## config.mk

```make
export PLATFORM = sky130hd
export DESIGN_NAME = time_code_gen_flat
export DESIGN_NICKNAME = d
export VERILOG_FILES = /design/src/rtl/time_code_gen_if.sv /design/src/rtl/time_code_gen.sv /design/src/flat_wrapper.sv
export SDC_FILE = /design/constraint.sdc
export NUM_CORES = 1
export LEC_CHECK = 0
export BUFFER_PORTS_ARGS = -buffer_cell sky130_fd_sc_hd__buf_2
export CORE_MARGIN = 5
export CORE_UTILIZATION = 35
export DETAILED_ROUTE_END_ITERATION = 12
export GPL_TIMING_DRIVEN = 0
export PLACE_DENSITY = 0.5
export RECOVER_POWER = 50
export SETUP_SLACK_MARGIN = 0.5
export SLEW_MARGIN = 20
export SYNTH_ARGS = -nofsm -noshare
export SYNTH_HDL_FRONTEND = slang
export SYNTH_SLANG_ARGS = --single-unit
```

## constraint.sdc

```tcl
create_clock -name clk -period 6.97 [get_ports clk]
set_input_delay 2.091 -clock clk [delete_from_list [all_inputs] [get_ports clk]]
set_output_delay 2.091 -clock clk [all_outputs]
set_load 0.05 [all_outputs]
```

## src/rtl/time_code_gen_if.sv

```systemverilog
// Time-set handshake between the house controller (master) and time_code_gen (slave).
interface time_code_gen_if;
    logic       set_valid;
    logic [4:0] set_hour;
    logic [5:0] set_min;
    logic       set_ready;
    logic       set_err;

    modport master (
        output set_valid, set_hour, set_min,
        input  set_ready, set_err
    );

    modport slave (
        input  set_valid, set_hour, set_min,
        output set_ready, set_err
    );
endinterface

```

## src/rtl/time_code_gen.sv

```systemverilog
// Time-of-day counter (sec/min/hour) with one-hot time-code decode and time-set handshake.
// Optional TCODE_OVERRIDE_EN adds ovr_en/ovr_code to force the time code externally.
module time_code_gen #(
    parameter int unsigned SEC_PER_MIN = 60,
    parameter int unsigned MORNING_H   = 6,
    parameter int unsigned NOON_H      = 12,
    parameter int unsigned EVENING_H   = 17,
    parameter int unsigned LATE_H      = 21
) (
    input  logic                  clk,
    input  logic                  rst,
    input  logic                  sec_tick,
    input  logic                  run_en,
    time_code_gen_if.slave        set_if,
`ifdef TCODE_OVERRIDE_EN
    input  logic                  ovr_en,
    input  logic [3:0]            ovr_code,
`endif
    output logic [4:0]            hour,
    output logic [5:0]            minute,
    output logic [3:0]            tcode,
    output logic                  tcode_chg
);

    localparam int unsigned SEC_W = ($clog2(SEC_PER_MIN) < 1) ? 1 : $clog2(SEC_PER_MIN);
    localparam logic [SEC_W-1:0] SEC_LAST = SEC_W'(SEC_PER_MIN - 1);

    typedef enum logic [1:0] {
        IDLE = 2'd0,
        RUN  = 2'd1,
        SET  = 2'd2
    } state_t;

    state_t           r_state, w_state_nxt;
    logic [4:0]       r_hour, w_hour_nxt;
    logic [5:0]       r_min, w_min_nxt;
    logic [SEC_W-1:0] r_sec, w_sec_nxt;
    logic [4:0]       r_cap_hour;
    logic [5:0]       r_cap_min;
    logic [3:0]       r_tcode, w_tcode_nxt;
    logic             r_tcode_chg;
    logic             w_set_ready;
    logic             w_accept;
    logic             w_set_ok;

    function automatic logic [3:0] f_decode(input logic [4:0] h);
        if (32'(h) >= LATE_H)         return 4'b1000;
        else if (32'(h) >= EVENING_H) return 4'b0100;
        else if (32'(h) >= NOON_H)    return 4'b0010;
        else if (32'(h) >= MORNING_H) return 4'b0001;
        else                          return 4'b0000;
    endfunction

    assign w_set_ready = (r_state != SET) && !rst;
    assign w_accept    = set_if.set_valid && w_set_ready;
    assign w_set_ok    = (r_cap_hour <= 5'd23) && (r_cap_min <= 6'd59);

    always_comb begin
        w_state_nxt = r_state;
        w_hour_nxt  = r_hour;
        w_min_nxt   = r_min;
        w_sec_nxt   = r_sec;
        unique case (r_state)
            IDLE: begin
                if (set_if.set_valid)  w_state_nxt = SET;
                else if (run_en)       w_state_nxt = RUN;
            end
            RUN: begin
                if (set_if.set_valid) begin
                    w_state_nxt = SET;
                end else if (!run_en) begin
                    w_state_nxt = IDLE;
                end else if (sec_tick) begin
                    // Full sec->min->hour carry resolves within this one tick.
                    if (r_sec == SEC_LAST) begin
                        w_sec_nxt = '0;
                        if (r_min == 6'd59) begin
                            w_min_nxt  = '0;
                            w_hour_nxt = (r_hour == 5'd23) ? '0 : r_hour + 5'd1;
                        end else begin
                            w_min_nxt = r_min + 6'd1;
                        end
                    end else begin
                        w_sec_nxt = r_sec + SEC_W'(1);
                    end
                end
            end
            SET: begin
                if (w_set_ok) begin
                    w_hour_nxt = r_cap_hour;
                    w_min_nxt  = r_cap_min;
                    w_sec_nxt  = '0;
                end
                w_state_nxt = run_en ? RUN : IDLE;
            end
            default: w_state_nxt = IDLE;
        endcase
    end

    always_comb begin
        w_tcode_nxt = f_decode(w_hour_nxt);
`ifdef TCODE_OVERRIDE_EN
        if (ovr_en) w_tcode_nxt = $onehot0(ovr_code) ? ovr_code : r_tcode;
`endif
    end

    always_ff @(posedge clk) begin
        if (rst) begin
            r_state     <= IDLE;
            r_hour      <= '0;
            r_min       <= '0;
            r_sec       <= '0;
            r_cap_hour  <= '0;
            r_cap_min   <= '0;
            r_tcode     <= '0;
            r_tcode_chg <= 1'b0;
        end else begin
            r_state     <= w_state_nxt;
            r_hour      <= w_hour_nxt;
            r_min       <= w_min_nxt;
            r_sec       <= w_sec_nxt;
            r_tcode     <= w_tcode_nxt;
            r_tcode_chg <= (w_tcode_nxt != r_tcode);
            if (w_accept) begin
                r_cap_hour <= set_if.set_hour;
                r_cap_min  <= set_if.set_min;
            end
        end
    end

    assign set_if.set_ready = w_set_ready;
    assign set_if.set_err   = (r_state == SET) && !w_set_ok && !rst;
    assign hour             = r_hour;
    assign minute           = r_min;
    assign tcode            = r_tcode;
    assign tcode_chg        = r_tcode_chg;

endmodule
```

## src/flat_wrapper.sv

```systemverilog
// flat-port wrapper written by rule: the top's interface ports become plain ports
module time_code_gen_flat 
#(
    parameter int unsigned SEC_PER_MIN = 60,
    parameter int unsigned MORNING_H   = 6,
    parameter int unsigned NOON_H      = 12,
    parameter int unsigned EVENING_H   = 17,
    parameter int unsigned LATE_H      = 21
)
  (clk, rst, sec_tick, run_en, hour, minute, tcode, tcode_chg, set_if_set_valid, set_if_set_hour, set_if_set_min, set_if_set_ready, set_if_set_err);
  time_code_gen_if set_if_i ();
  input  logic clk;
  input  logic rst;
  input  logic sec_tick;
  input  logic run_en;
  output logic [4:0] hour;
  output logic [5:0] minute;
  output logic [3:0] tcode;
  output logic tcode_chg;
  input wire logic [$bits(set_if_i.set_valid)-1:0] set_if_set_valid;
  input wire logic [$bits(set_if_i.set_hour)-1:0] set_if_set_hour;
  input wire logic [$bits(set_if_i.set_min)-1:0] set_if_set_min;
  output wire logic [$bits(set_if_i.set_ready)-1:0] set_if_set_ready;
  output wire logic [$bits(set_if_i.set_err)-1:0] set_if_set_err;
  assign set_if_i.set_valid = set_if_set_valid;
  assign set_if_i.set_hour = set_if_set_hour;
  assign set_if_i.set_min = set_if_set_min;
  assign set_if_set_ready = set_if_i.set_ready;
  assign set_if_set_err = set_if_i.set_err;
  time_code_gen #(.SEC_PER_MIN(SEC_PER_MIN), .MORNING_H(MORNING_H), .NOON_H(NOON_H), .EVENING_H(EVENING_H), .LATE_H(LATE_H)) u_core (.clk(clk), .rst(rst), .sec_tick(sec_tick), .run_en(run_en), .set_if(set_if_i), .hour(hour), .minute(minute), .tcode(tcode), .tcode_chg(tcode_chg));
endmodule
```

==> Word level (Yosys, flattened, before mapping) <==
Index checks and enable logic that the tools add are counted.
{ "word_totals": {"register_bits": 35, "in_bits": 16, "out_inout_bits": 18, "word_cells": 74} }
{ "classes": {"n_addsub": 3, "magnitude_cmp": 6, "eq_ne": 14, "n_mux": 31, "reduce_logical": 12} }
{ "ops": {"columns": ["op", "n"], "rows": [
  ["6-bit 2-to-1 mux", 11],
  ["5-bit 2-to-1 mux", 7],
  ["6-bit one-hot mux with 2 select lines", 2],
  ["6-bit by 1-bit adder with 6-bit output (second input constant)", 2],
  ["6-bit == test (second input constant)", 2],
  ["4-bit 2-to-1 mux", 3],
  ["5-bit >= comparator (second input constant)", 2],
  ["5-bit one-hot mux with 2 select lines", 1],
  ["2-bit 2-to-1 mux", 4],
  ["2-bit != test (second input constant)", 4],
  ["6-bit <= comparator (second input constant)", 1],
  ["3-bit != test (second input constant)", 2],
  ["2-bit one-hot mux with 3 select lines", 1],
  ["6-bit AND reduction", 1],
  ["5-bit by 1-bit adder with 5-bit output (second input constant)", 1],
  ["5-bit == test (second input constant)", 1],
  ["5-bit by 3-bit >= comparator with 1-bit output (second input constant)", 1],
  ["5-bit by 4-bit >= comparator with 1-bit output (second input constant)", 1],
  ["5-bit <= comparator (second input constant)", 1],
  ["1-bit logical AND", 5],
  ["5-bit AND reduction", 1],
  ["2-bit by 1-bit != test with 1-bit output (second input constant)", 2],
  ["4-bit != test", 1],
  ["2-bit by 1-bit == test with 1-bit output (second input constant)", 1],
  ["6 further kinds", 8]
]} }

==> Depth between registers and ports, before layout <==
{ "depth": {"depth_word": 14, "mapped_depth": 11} }

==> Least setup slack after synthesis <==
No wires, ideal clock.
{ "synth_path": {"kind": "input -> output", "start": "input port rst", "end": "output port set_if_set_err", "arrival_ps": 3363, "path_slack_ps": 1516, "cell_stages": 2, "n_path_buf": 1, "path_cell_list": "clkbuf_1 > nor3_1"} }
{ "synth_between": {"elab_chain_len": 2} }
{ "synth_lines": {"columns": ["item", "line", "source"], "rows": [
  ["start, declared", "flat_wrapper.sv:13", "input logic rst;"],
  ["1-bit logical NOT", "time_code_gen.sv:132", "assign set_if.set_err = (r_state == SET) && !w_set_ok && !rst;"],
  ["1-bit logical AND", "time_code_gen.sv:132", null],
  ["end, declared", "flat_wrapper.sv:24", "output wire logic [$bits(set_if_i.set_err)-1:0] set_if_set_err;"]
]} }
No other way between the ends.

==> Worst setup path after layout <==
Ends and elaborated chain as after synthesis.

==> summary.txt <==
CTS
  – Clock Path Buffers: 2
  – Clock Sink Count: 35
  – Clock Latency Late Sink: 0.29 ns
  – CTS-repair resized insts: 0
  – Hold bufs inserted after CTS: 0
  – Post-CTS repair timing setup buffer count: 0
  – Clock root buffer master: sky130_fd_sc_hd__clkbuf_8
  – Clock slew seen by the registers of the worst setup and hold paths: 0.07 ns
  – Total CTS buffers: 5
  – Count of H-tree levels built during CTS: 2
  – TritonCTS clock tree: built

Setup path
  – R2R Path Start: u_core.r_state[1]
  – WP buf/inv: 3
  – CP Class: input pin to output pin
  – Worst Path Required: 4.88 ns
  – Setup crit end kind: output pin
  – Largest delay contributor family on the critical path: buffers and inverters
  – Longest individual stage delay on the worst path: 0.49 ns
  – Cell seen most often among critical-path stages: sky130_fd_sc_hd__clkbuf_1
  – CP max stage cell: sky130_fd_sc_hd__clkbuf_1
  – Worst reg-to-reg setup slack: 4.03 ns
  – RR Endpoint: u_core.tcode_chg
  – Sequence of cells on the critical path: clkbuf_1 -> clkbuf_1 -> nor3_1 -> buf_2
  – Top fanout value on the critical path: 10
  – Critical Path AT: 3.15 ns
  – R2R cell count: 11
  – Worst setup SP type: input pin

Hold path
  – Number of cells traversed by the worst hold path: 2
  – Min-Delay Path Class: flip-flop to flip-flop
  – Critical hold path startpoint: u_core.r_cap_hour[1]
  – Sink of the worst hold path: u_core.r_cap_hour[1]

Finish
  – Layout-stage area growth over the synthesis result: 17.4%
  – ANT cells: 0
  – Final-stage net count: 313
  – Share of post-route cells with drive strength above 1: 0.120
  – Post-route insts no fill: 363

Routing
  – Routed via count divided by cell count: 5.35
  – DRT antenna net count: 0
  – DRC Markers: 0
  – Pre-antenna DRT Iters: 4
  – Total detailed-routing wirelength: 5.13 mm
  – Avg WL per Cell: 14.1 um
  – Number of vias after detailed routing: 1942
  – DR iter-0 viols: 102

Yosys
  – Library cell occupying the most area in the post-synthesis netlist: sky130_fd_sc_hd__dfxtp_1
  – Post-synth net total: 273
  – Number of distinct library cells after synthesis: 53
  – Number of cells produced by synthesis: 250
  – Fraction of registers with async set or reset after synthesis: 0
  – Top-area cell type share of the netlist area: 0.345
  – Number of enable-type register cells in the synthesized netlist: 0
  – Top flip-flop cell by instance count after synthesis: sky130_fd_sc_hd__dfxtp_1
  – Avg Inst Size Synth: 8.12 um^2
  – Warnings, synthesis: 0
  – Cells taking the most area after synthesis: sky130_fd_sc_hd__dfxtp_1 35%, sky130_fd_sc_hd__o21ai_0 4.7%, sky130_fd_sc_hd__nor2_1 4.6%
  – Sequential fraction of the synthesis area: 0.345
  – Number of flip-flops and latches in the synthesized netlist: 35
  – Netlist area before placement: 2030 um^2

Power
  – P per Cell Area: 227 nW/um^2
  – Leakage power summed over all cells: 0.906 nW
  – Highest ir drop seen on vdd: 0.120 mV

Floorplan
  – Count of standard-cell rows: 27
  – CORE AREA: 5570 um^2
  – Height of the chip: 86.1 um
  – Die boundary width: 86.1 um
  – Initial cell density of the core: 0.364
  – I/O pin cnt: 34
  – Overall die area: 7420 um^2

STA
  – Number of slew-limit violations in the final report: 0
  – Final cycle utilization of the critical path: 0.752
  – RSZ-0062 raised after global routing: no
  – Clk_skew: 0.00696 ns
  – Worst setup margin: 1.73 ns
  – Max frequency: 191 MHz
  – Slew at the pin closest to its max-slew limit: 0.843 ns
  – # setup viols final: 0
  – Endpoints failing hold: 0
  – Final min period: 5.24 ns
  – Post-Route Setup TNS: 0 ns
  – Remaining max-slew budget at the tightest pin: 0.438

Global route
  – Maximum number of pins on one net before global-route repair: 12
  – Leftover overflow at the end of global routing: 0
  – Global-route total usage across every layer: 0.144
  – Number of global-route vias before repair: 1779
  – Antenna violations before repair: 0
  – Global-route wire length before repair: 8.56 mm

Placed design
  – Number of placed instances, taps included: 355
  – Pre-CTS WS: 1.75 ns
  – Total of buffers placed on input and output ports: 33
  – Routability cong.: 0.757
  – HPWL Detailed: 3.83 mm

Flow run
  – Max Cap Violations: 0

Run status
  – Result of the run: finished, final reports clean
[report_power, final]
group | switching (mW) | internal [mW]
Sequential | 0.0187 | 0.218
Clock | 0.0718 | 0.116
Combinational | 0.0759 | 0.0410
[worst max-delay path by stage]
| stage | to | depth (start not counted) | from |
|---|---|---|---|
| after floorplan | set_if_set_err | 2 | rst |
| after global placement | set_if_set_err | 4 | rst |
| after global routing | set_if_set_err | 4 | rst |
| final | set_if_set_err | 4 | rst |
| after CTS | set_if_set_err | 4 | rst |
| after detailed placement | set_if_set_err | 4 | rst |
[cell type report]
class                           instances  area [um^2]
Multi-Input combinational cell        195         1240
Inverter                                9         33.8
Fill cell                             595         3190
Timing Repair Buffer                   33          146
Buffer                                 11         58.8
Clock buffer                            6         82.6
Sequential cell                        35          701
Tap cell                               72         90.1
Clock inverter                          2         35.0
[state kept, by name (all words and copies together) (netlist names)]
register,cells
u_core.hour,5
u_core.minute,6
u_core.r_cap_hour,5
u_core.r_cap_min,6
u_core.r_sec,6
u_core.r_state,2
u_core.tcode,4
u_core.tcode_chg,1
[routing by layer]
metal | global-route usage | up-vias | wire length (um)
met5 | 0 | - | 0
met4 | 0.0432 | 0 | 52
met3 | 0.0346 | 5 | 316
met2 | 0.223 | 53 | 2250
met1 | 0.196 | 883 | 2510
li1 | - | 1001 | -
[cell usage after synthesis (all sizes together), types with 2 or more instances]
| library cell | count |
|---|---|
| a2111oi | 2 |
| a211oi | 4 |
| a21oi | 13 |
| a221o | 2 |
| a22oi | 4 |
| a31oi | 2 |
| a41oi | 3 |
| and2 | 3 |
| and3 | 7 |
| and3b | 2 |
| and4 | 3 |
| and4b | 2 |
| buf | 4 |
| clkbuf | 7 |
| dfxtp | 35 |
| ha | 7 |
| inv | 9 |
| mux2i | 4 |
| nand2 | 23 |
| nand2b | 11 |
| nand3 | 7 |
| nand4 | 8 |
| nor2 | 25 |
| nor3 | 7 |
| nor3b | 5 |
| o211ai | 3 |
| o21ai | 19 |
| o31ai | 2 |
| or3 | 3 |
| xnor2 | 2 |
| xor2 | 4 |
[cell families after synthesis]
logic type	Yosys count	synth area share
compound gates	65	0.215
xor+xnor	6	0.0259
fa+ha+maj	7	0.0432
buf+inv	20	0.0456
flops	35	0.345
mux	5	0.0253
simple gates	112	0.300
[metrics by stage]
stage                     total power [mW]  hold WS (ns)  utilization  area [um^2]
after floorplan                      0.327         0.450            -         2030
after global placement               0.359         0.469        0.410         2280
after detailed placement             0.359         0.473        0.410         2280
after CTS                            0.551         0.487        0.431         2400
after global routing                 0.574         0.502        0.428         2380
final                                0.541         0.480        0.428         2380
[cell usage in the layout (no fill, tap or decap), types with 8 or more instances in the layout]
| cell | netlist | routed |
|---|---|---|
| sky130_fd_sc_hd__buf_2 | 2 | 20 |
| sky130_fd_sc_hd__nand2_1 | 23 | 23 |
| sky130_fd_sc_hd__nor2_1 | 25 | 25 |
| sky130_fd_sc_hd__nand2b_1 | 11 | 11 |
| sky130_fd_sc_hd__dfxtp_1 | 35 | 35 |
| sky130_fd_sc_hd__clkbuf_1 | 7 | 22 |
| sky130_fd_sc_hd__o21ai_0 | 19 | 19 |
| sky130_fd_sc_hd__inv_1 | 9 | 9 |
| sky130_fd_sc_hd__nand4_1 | 8 | 8 |
| sky130_fd_sc_hd__a21oi_1 | 13 | 13 |
[worst reg2reg max path, cell delays in order, from the launching register on]
cell	delay (ns)
sky130_fd_sc_hd__dfxtp_1	0.38
sky130_fd_sc_hd__inv_1	0.08
sky130_fd_sc_hd__ha_1	0.32
sky130_fd_sc_hd__buf_2	0.23
sky130_fd_sc_hd__nand2_1	0.07
sky130_fd_sc_hd__a211oi_1	0.42
sky130_fd_sc_hd__a22oi_1	0.22
sky130_fd_sc_hd__o211a_1	0.18
sky130_fd_sc_hd__a21o_1	0.23
sky130_fd_sc_hd__a2111oi_1	0.41
sky130_fd_sc_hd__a311o_1	0.20
sky130_fd_sc_hd__o22ai_2	0.08
No activity file was read; power rests on OpenSTA's default activity.
